## config.mk

```make
export PLATFORM = sky130hd
export DESIGN_NAME = unified_cache_core
export DESIGN_NICKNAME = d
export VERILOG_FILES = /design/src/rtl/unified_cache_core.sv
export SDC_FILE = /design/constraint.sdc
export NUM_CORES = 2
export LEC_CHECK = 0
export ABC_AREA = 0
export CAP_MARGIN = 0
export CORE_MARGIN = 1.5
export CORE_UTILIZATION = 41
export DETAILED_ROUTE_END_ITERATION = 10
export SLEW_MARGIN = 20
export SYNTH_ARGS = -nofsm -noshare
export SYNTH_HDL_FRONTEND = slang
export SYNTH_SLANG_ARGS = --single-unit
```

## constraint.sdc

```tcl
create_clock -name clk_in -period 37.7 [get_ports clk_in]
set_clock_uncertainty 0.1 [all_clocks]
set_input_delay 7.54 -clock clk_in [delete_from_list [all_inputs] [get_ports clk_in]]
set_output_delay 7.54 -clock clk_in [all_outputs]
set_load 0.02 [all_outputs]
```

## src/rtl/unified_cache_core.sv

```systemverilog
// Blocking, direct-mapped, write-through cache shared by NUM_INPUT_PORT requesters.
// One transaction at a time: round-robin grant, 1-cycle lookup, single outstanding memory request.
module unified_cache_core #(
  parameter int NUM_INPUT_PORT                     = 2,
  parameter int UNIFIED_CACHE_PACKET_WIDTH_IN_BITS = 165,
  parameter int MEM_PACKET_WIDTH_IN_BITS           = 165,
  parameter int ADDR_BITS                          = 32,
  parameter int BLOCK_BITS                         = 128,
  parameter int NUM_SETS                           = 16
) (
  input  logic                                                         clk_in,
  input  logic                                                         reset_in,
  input  logic [NUM_INPUT_PORT*UNIFIED_CACHE_PACKET_WIDTH_IN_BITS-1:0] input_packet_flatted_in,
  output logic [NUM_INPUT_PORT-1:0]                                    input_packet_ack_flatted_out,
  output logic [NUM_INPUT_PORT*UNIFIED_CACHE_PACKET_WIDTH_IN_BITS-1:0] output_packet_flatted_out,
  input  logic [NUM_INPUT_PORT-1:0]                                    output_packet_ack_flatted_in,
  input  logic [MEM_PACKET_WIDTH_IN_BITS-1:0]                          from_mem_packet_in,
  output logic                                                         from_mem_packet_ack_out,
  output logic [MEM_PACKET_WIDTH_IN_BITS-1:0]                          to_mem_packet_out,
  input  logic                                                         to_mem_packet_ack_in
);
  localparam int PW    = UNIFIED_CACHE_PACKET_WIDTH_IN_BITS;
  localparam int MW    = MEM_PACKET_WIDTH_IN_BITS;
  localparam int IDX_W = $clog2(NUM_SETS);
  localparam int TAG_W = ADDR_BITS - IDX_W;
  localparam int PTR_W = (NUM_INPUT_PORT > 1) ? $clog2(NUM_INPUT_PORT) : 1;
  localparam int VLD_B = ADDR_BITS + BLOCK_BITS;
  localparam int WR_B  = VLD_B + 1;
  localparam int TYP_L = VLD_B + 2;

  typedef enum logic [2:0] {S_IDLE, S_LOOKUP, S_MEM_REQ, S_MEM_WAIT, S_RESP} state_t;

  state_t                  r_state, w_state_nxt;
  logic [PTR_W-1:0]        r_ptr, r_req_port;
  logic [PW-1:0]           r_req;
  logic [BLOCK_BITS-1:0]   r_rdata;
  logic [NUM_SETS-1:0]     r_line_vld;
  logic [TAG_W-1:0]        r_tag  [NUM_SETS];
  logic [BLOCK_BITS-1:0]   r_line [NUM_SETS];
  logic [PW-1:0]           r_out  [NUM_INPUT_PORT];
  logic [NUM_INPUT_PORT-1:0] r_in_ack;
  logic                    r_mem_ack;
  logic [MW-1:0]           r_to_mem;

  logic [PW-1:0]             w_in_pkt [NUM_INPUT_PORT];
  logic [NUM_INPUT_PORT-1:0] w_elig;
  logic                      w_grant_vld;
  logic [PTR_W-1:0]          w_grant_idx;
  logic [2:0]                w_req_type;
  logic                      w_req_wr;
  logic [BLOCK_BITS-1:0]     w_req_data, w_mem_data;
  logic [ADDR_BITS-1:0]      w_req_addr;
  logic [IDX_W-1:0]          w_idx;
  logic [TAG_W-1:0]          w_tag;
  logic                      w_hit, w_mem_vld, w_unused;

  assign w_req_type = r_req[TYP_L +: 3];
  assign w_req_wr   = r_req[WR_B];
  assign w_req_data = r_req[ADDR_BITS +: BLOCK_BITS];
  assign w_req_addr = r_req[ADDR_BITS-1:0];
  assign w_idx      = w_req_addr[IDX_W-1:0];
  assign w_tag      = w_req_addr[ADDR_BITS-1:IDX_W];
  assign w_hit      = !w_req_wr && r_line_vld[w_idx] && (r_tag[w_idx] == w_tag);
  assign w_mem_vld  = from_mem_packet_in[VLD_B];
  assign w_mem_data = from_mem_packet_in[ADDR_BITS +: BLOCK_BITS];
  assign w_unused   = ^{r_req[VLD_B], from_mem_packet_in[WR_B +: 4], from_mem_packet_in[ADDR_BITS-1:0]};

  // A port holding an unconsumed response is skipped so its register is never overwritten.
  always_comb begin
    int c;
    c           = 0;
    w_grant_vld = 1'b0;
    w_grant_idx = '0;
    for (int k = 0; k < NUM_INPUT_PORT; k++) begin
      c = (int'(r_ptr) + k) % NUM_INPUT_PORT;
      if (!w_grant_vld && w_elig[PTR_W'(c)]) begin
        w_grant_vld = 1'b1;
        w_grant_idx = PTR_W'(c);
      end
    end
  end

  always_comb begin
    w_state_nxt = r_state;
    case (r_state)
      S_IDLE:     if (w_grant_vld) w_state_nxt = S_LOOKUP;
      S_LOOKUP:   w_state_nxt = w_hit ? S_RESP : S_MEM_REQ;
      S_MEM_REQ:  if (to_mem_packet_ack_in) w_state_nxt = S_MEM_WAIT;
      S_MEM_WAIT: if (w_mem_vld) w_state_nxt = S_RESP;
      S_RESP:     w_state_nxt = S_IDLE;
      default:    w_state_nxt = S_IDLE;
    endcase
  end

  always_ff @(posedge clk_in or posedge reset_in) begin
    if (reset_in) begin
      r_state    <= S_IDLE;
      r_ptr      <= '0;
      r_req_port <= '0;
      r_req      <= '0;
      r_rdata    <= '0;
      r_in_ack   <= '0;
      r_mem_ack  <= 1'b0;
      r_to_mem   <= '0;
      r_line_vld <= '0;
    end else begin
      r_state   <= w_state_nxt;
      r_in_ack  <= '0;
      r_mem_ack <= 1'b0;
      case (r_state)
        S_IDLE: if (w_grant_vld) begin
          r_in_ack   <= NUM_INPUT_PORT'(1) << w_grant_idx;
          r_req      <= w_in_pkt[w_grant_idx];
          r_req_port <= w_grant_idx;
          r_ptr      <= (w_grant_idx == PTR_W'(NUM_INPUT_PORT-1)) ? '0 : w_grant_idx + PTR_W'(1);
        end
        S_LOOKUP: begin
          if (w_hit) r_rdata <= r_line[w_idx];
          else r_to_mem <= MW'({w_req_type, w_req_wr, 1'b1,
                                (w_req_wr ? w_req_data : {BLOCK_BITS{1'b0}}), w_req_addr});
        end
        S_MEM_REQ: if (to_mem_packet_ack_in) r_to_mem <= '0;
        S_MEM_WAIT: if (w_mem_vld) begin
          r_mem_ack         <= 1'b1;
          r_line_vld[w_idx] <= 1'b1;
          r_rdata           <= w_req_wr ? w_req_data : w_mem_data;
        end
        default: ;
      endcase
    end
  end

  // Writes allocate too, so a write-through line always mirrors memory.
  always_ff @(posedge clk_in) begin
    if (r_state == S_MEM_WAIT && w_mem_vld) begin
      r_tag[w_idx]  <= w_tag;
      r_line[w_idx] <= w_req_wr ? w_req_data : w_mem_data;
    end
  end

  for (genvar g = 0; g < NUM_INPUT_PORT; g++) begin : g_port
    assign w_in_pkt[g] = input_packet_flatted_in[g*PW +: PW];
    assign w_elig[g]   = input_packet_flatted_in[g*PW + VLD_B] & ~r_out[g][VLD_B];
    assign output_packet_flatted_out[g*PW +: PW] = r_out[g];

    always_ff @(posedge clk_in or posedge reset_in) begin
      if (reset_in)
        r_out[g] <= '0;
      else if (r_state == S_RESP && r_req_port == PTR_W'(g))
        r_out[g] <= PW'({w_req_type, w_req_wr, 1'b1, r_rdata, w_req_addr});
      else if (output_packet_ack_flatted_in[g])
        r_out[g] <= '0;
    end
  end

  assign input_packet_ack_flatted_out = r_in_ack;
  assign from_mem_packet_ack_out      = r_mem_ack;
  assign to_mem_packet_out            = r_to_mem;

endmodule

```

==> flow_summary_export.csv <==
group,metric,value,unit
status,status,"finished clean",
setup_path,critical_path.most_common_cell,"buf_4",
setup_path,worstSetupEndpointType,"flip-flop",
floorplanning,design.portCount,998,
route,drc_errors,0,
route,postRouteWirelength,369,mm
floorplanning,chipHeight,565,um
route,num_vias,71063,
setup_path,chain_of_cells_forming_the_critical_path,"clkdlybuf4s50_1 > nand4b_1 > inv_1 > nand2_1 > nor2_4 > buf_4 > buf_4 > buf_4",
place,post_dp_cell_area,144000,um2
clock_network,cts_inserted_buffers,349,
grt,grt_first_pass_wirelength,527,mm
sta,finalWorstPathRequiredPeriod,11460,ps
clock_network,number_of_clock_sinks,3307,
flow_run,maxCapViolCount,0,
sta,tightestPinTransition,1150,ps
sta,setup_repair_after_global_routing_missed_its_margin,"false",
power_and_ir_drop,peakVddDrop,0.0000595,V
grt,grt_pass1_vias,72565,
setup_path,slowest_delay,910,ps
place,place.gp.congestion,0.851,
yosys,ys_ff_latch,3307,
sta,worst_slew_margin_rel,23.3,%
setup_path,crit_required,38110,ps
clock_network,post_cts_buffers,0,
sta,hold_viol_final,0,
grt,grt_antenna_before_repair,32,
route,drt-pass1-iter-count,5,
clock_network,clk_pin_slew,60,ps
layout,fin_nets,8676,
setup_path,criticalPathCategory,"in2reg",
grt,globalRoute.totalOverflow,0,
yosys,synth.area.mux_share,15.8,%
sta,worst_hold_slack,367,ps
route,post_drt_wl_per_cell,29.2,um
yosys,asyncSetResetFlopFracSynth,24.5,%
floorplanning,number_of_placement_rows,206,
route,ant_nets,0,
setup_path,cpMaxStageDelayCell,"buf_4",
min_path,hp-class,"reg2reg",
yosys,post_synth_and_or_nand_nor_area_fraction,3.75,%
place,port_buffers,960,
route,via_per_inst,5.62,
power_and_ir_drop,cellLeakagePower,54.0,nW
clock_network,cts.path.max_buffers,4,
yosys,sequential_element_share_of_the_synthesized_area,73.5,%
grt,grt_start_max_net_pins,172,
yosys,synth_adder_area_share,0,%
yosys,synth_edf_count,2496,
layout,post-route-cell-area,156000,um2
yosys,syn-cell-area,130000,um2
sta,drv_slew,0,
yosys,synth_cell_type_count,65,
yosys,postSynthNetCount,7662,
yosys,post_synth_xor_xnor_area,0.142,%
yosys,ys.warnings.count,0,
floorplanning,initial_utilization,41.2,%
layout,post_route_cells_drive_above_1_share,20.1,%
clock_network,cts_resized,0,
power_and_ir_drop,p_per_area,74.7,nW/um2
sta,fmaxAchievable,87.3,MHz
clock_network,tritoncts,"yes",
yosys,synth_compound_gate_area_share,4.78,%
floorplanning,die_width,565,um
sta,finalCritPeriodShare,30.4,%
clock_network,clock_tree.htree_level_count,5,
layout,synthToLayoutAreaGrowth,20.0,%
yosys,syn-mean-instance-area,18.1,um2
yosys,ys_dominant_reg_cell,"edfxtp_1",
grt,groute.usage.overall,22.9,%
floorplanning,die-area,319000,um2
sta,tns,0,ps
sta,finalSetupViolCount,0,
place,hpwlAfterDp,215,mm
route,first_iter_violations,7216,
clock_network,worst_skew_pair.late_latency,920,ps
clock_network,clk_root_buffer_cell,"clkbuf_16",
setup_path,arrival,11870,ps
clock_network,hold_buffers,0,
yosys,dominant_combinational_cell_family_by_area_after_synthesis,"multiplexers",
setup_path,cp_max_fo,47,
setup_path,worst_setup_path_start_kind,"input pin",
floorplanning,fp.coreArea,315000,um2
yosys,synthesis.instances,7162,
-- worst max-delay path, delay by kind of cell --
kind | cells | cell delay [ps]
AND/OR/NAND/NOR | 3 | 1170
buffers and inverters | 5 | 3050
-- kinds of logic after synthesis --
logic type,Yosys count
XOR/XNOR,21
multiplexers,1114
buffers and inverters,603
flip-flops,3307
AO/OA/AOI/OAI,888
AND/OR/NAND/NOR,1229
-- final cells by class --
type	instances	area [um2]
flip-flops and latches	3307	95300
well taps	4160	5200
multi-input cells	3252	31800
clock inverters	177	1950
repair buffers	1118	11000
diodes	14	35.0
inverters	148	581
fillers	25876	159000
clock buffers	472	9670
-- cell usage after synthesis, types with 4 or more instances --
cell / number / area, um2
edfxtp_1: 2496 / 75000
nand2_1: 844 / 3170
dfrtp_1: 811 / 20300
mux4_2: 728 / 16400
o21ai_0: 507 / 2540
clkbuf_1: 310 / 1160
nor2_1: 290 / 1090
mux2i_1: 247 / 2470
a22o_1: 176 / 1540
inv_1: 147 / 552
mux2_2: 139 / 1570
a211oi_2: 109 / 1360
buf_2: 69 / 345
buf_6: 36 / 405
buf_1: 25 / 93.8
a211oi_1: 24 / 180
or2_2: 18 / 113
nor3_1: 16 / 80.1
buf_4: 14 / 105
a22oi_1: 13 / 97.6
xnor2_1: 12 / 105
nand3_1: 10 / 50.1
nand2b_1: 9 / 56.3
xor2_1: 9 / 78.8
nor2b_1: 7 / 43.8
nor4_1: 7 / 43.8
o22ai_1: 7 / 43.8
a21o_1: 6 / 45.0
a21oi_1: 5 / 25.0
a221oi_1: 5 / 43.8
and2_1: 5 / 31.3
nand4_1: 5 / 31.3
o22a_1: 4 / 35.0
-- cells in the final DEF (no fill, tap or decap), types with 139 or more instances in the layout --
cell	instances
a22o_1	176
clkbuf_16	358
clkdlybuf4s50_1	960
dfrtp_1	805
edfxtp_1	2496
inv_1	143
mux2_2	139
mux2i_1	247
mux4_2	728
nand2_1	843
nor2_1	277
o21ai_0	507
-- layer usage --
metal | vias to the layer above | GRT usage (%) | share of wire (%)
li1 | 29898 | - | -
met1 | 38025 | 32.1 | 43
met2 | 2639 | 37.2 | 48
met3 | 499 | 3.27 | 6.5
met4 | 2 | 6.76 | 2.9
met5 | - | 0 | 0.013
-- flip-flops by register name, indices dropped and copies added (netlist names) --
name,cells
r_line,2048
r_tag,448
output_packet_flatted_out,330
to_mem_packet_out,165
r_req,164
r_rdata,128
r_line_vld,16
r_state,3
input_packet_ack_flatted_out,2
from_mem_packet_ack_out,1
r_ptr,1
r_req_port,1
-- power breakdown --
group	internal (mW)	switching, mW	total (mW)
clock	2.03	1.45	3.48
combinational	1.38	1.81	3.18
sequential	4.58	0.371	4.96
total	7.99	3.63	11.6
-- final timing paths --
| kind | start | depth (start not counted) | endpoint | slack, ps |
|---|---|---|---|---|
| setup / recovery | from_mem_packet_in[160] | 8 | r_line[8][47] | 26240 |
| hold / removal | r_line_vld[14] | 1 | r_line_vld[14] | 370 |
| setup reg to reg | r_req[1] | 13 | r_rdata[40] | 30300 |
| hold reg to reg | r_line_vld[14] | 1 | r_line_vld[14] | 370 |
| max in group asynchronous | reset_in | 5 | r_rdata[59] | 27430 |
| min in group asynchronous | reset_in | 2 | output_packet_flatted_out[6] | 7060 |
-- stage by stage --
step | total power, mW | cells | setup WS [ps] | util (%)
2_1_floorplan | 7.01 | 7162 | 7280 | -
3_3_place_gp | 8.17 | 11984 | 25350 | 45.7
3_5_place_dp | 8.24 | 11985 | 25310 | 45.7
4_1_cts | 11.7 | 12634 | 26290 | 49.4
5_1_grt | 12.1 | 12641 | 26120 | 49.4
6_report | 11.6 | 12648 | 26240 | 49.4
No activity file was read; power rests on OpenSTA's default activity.
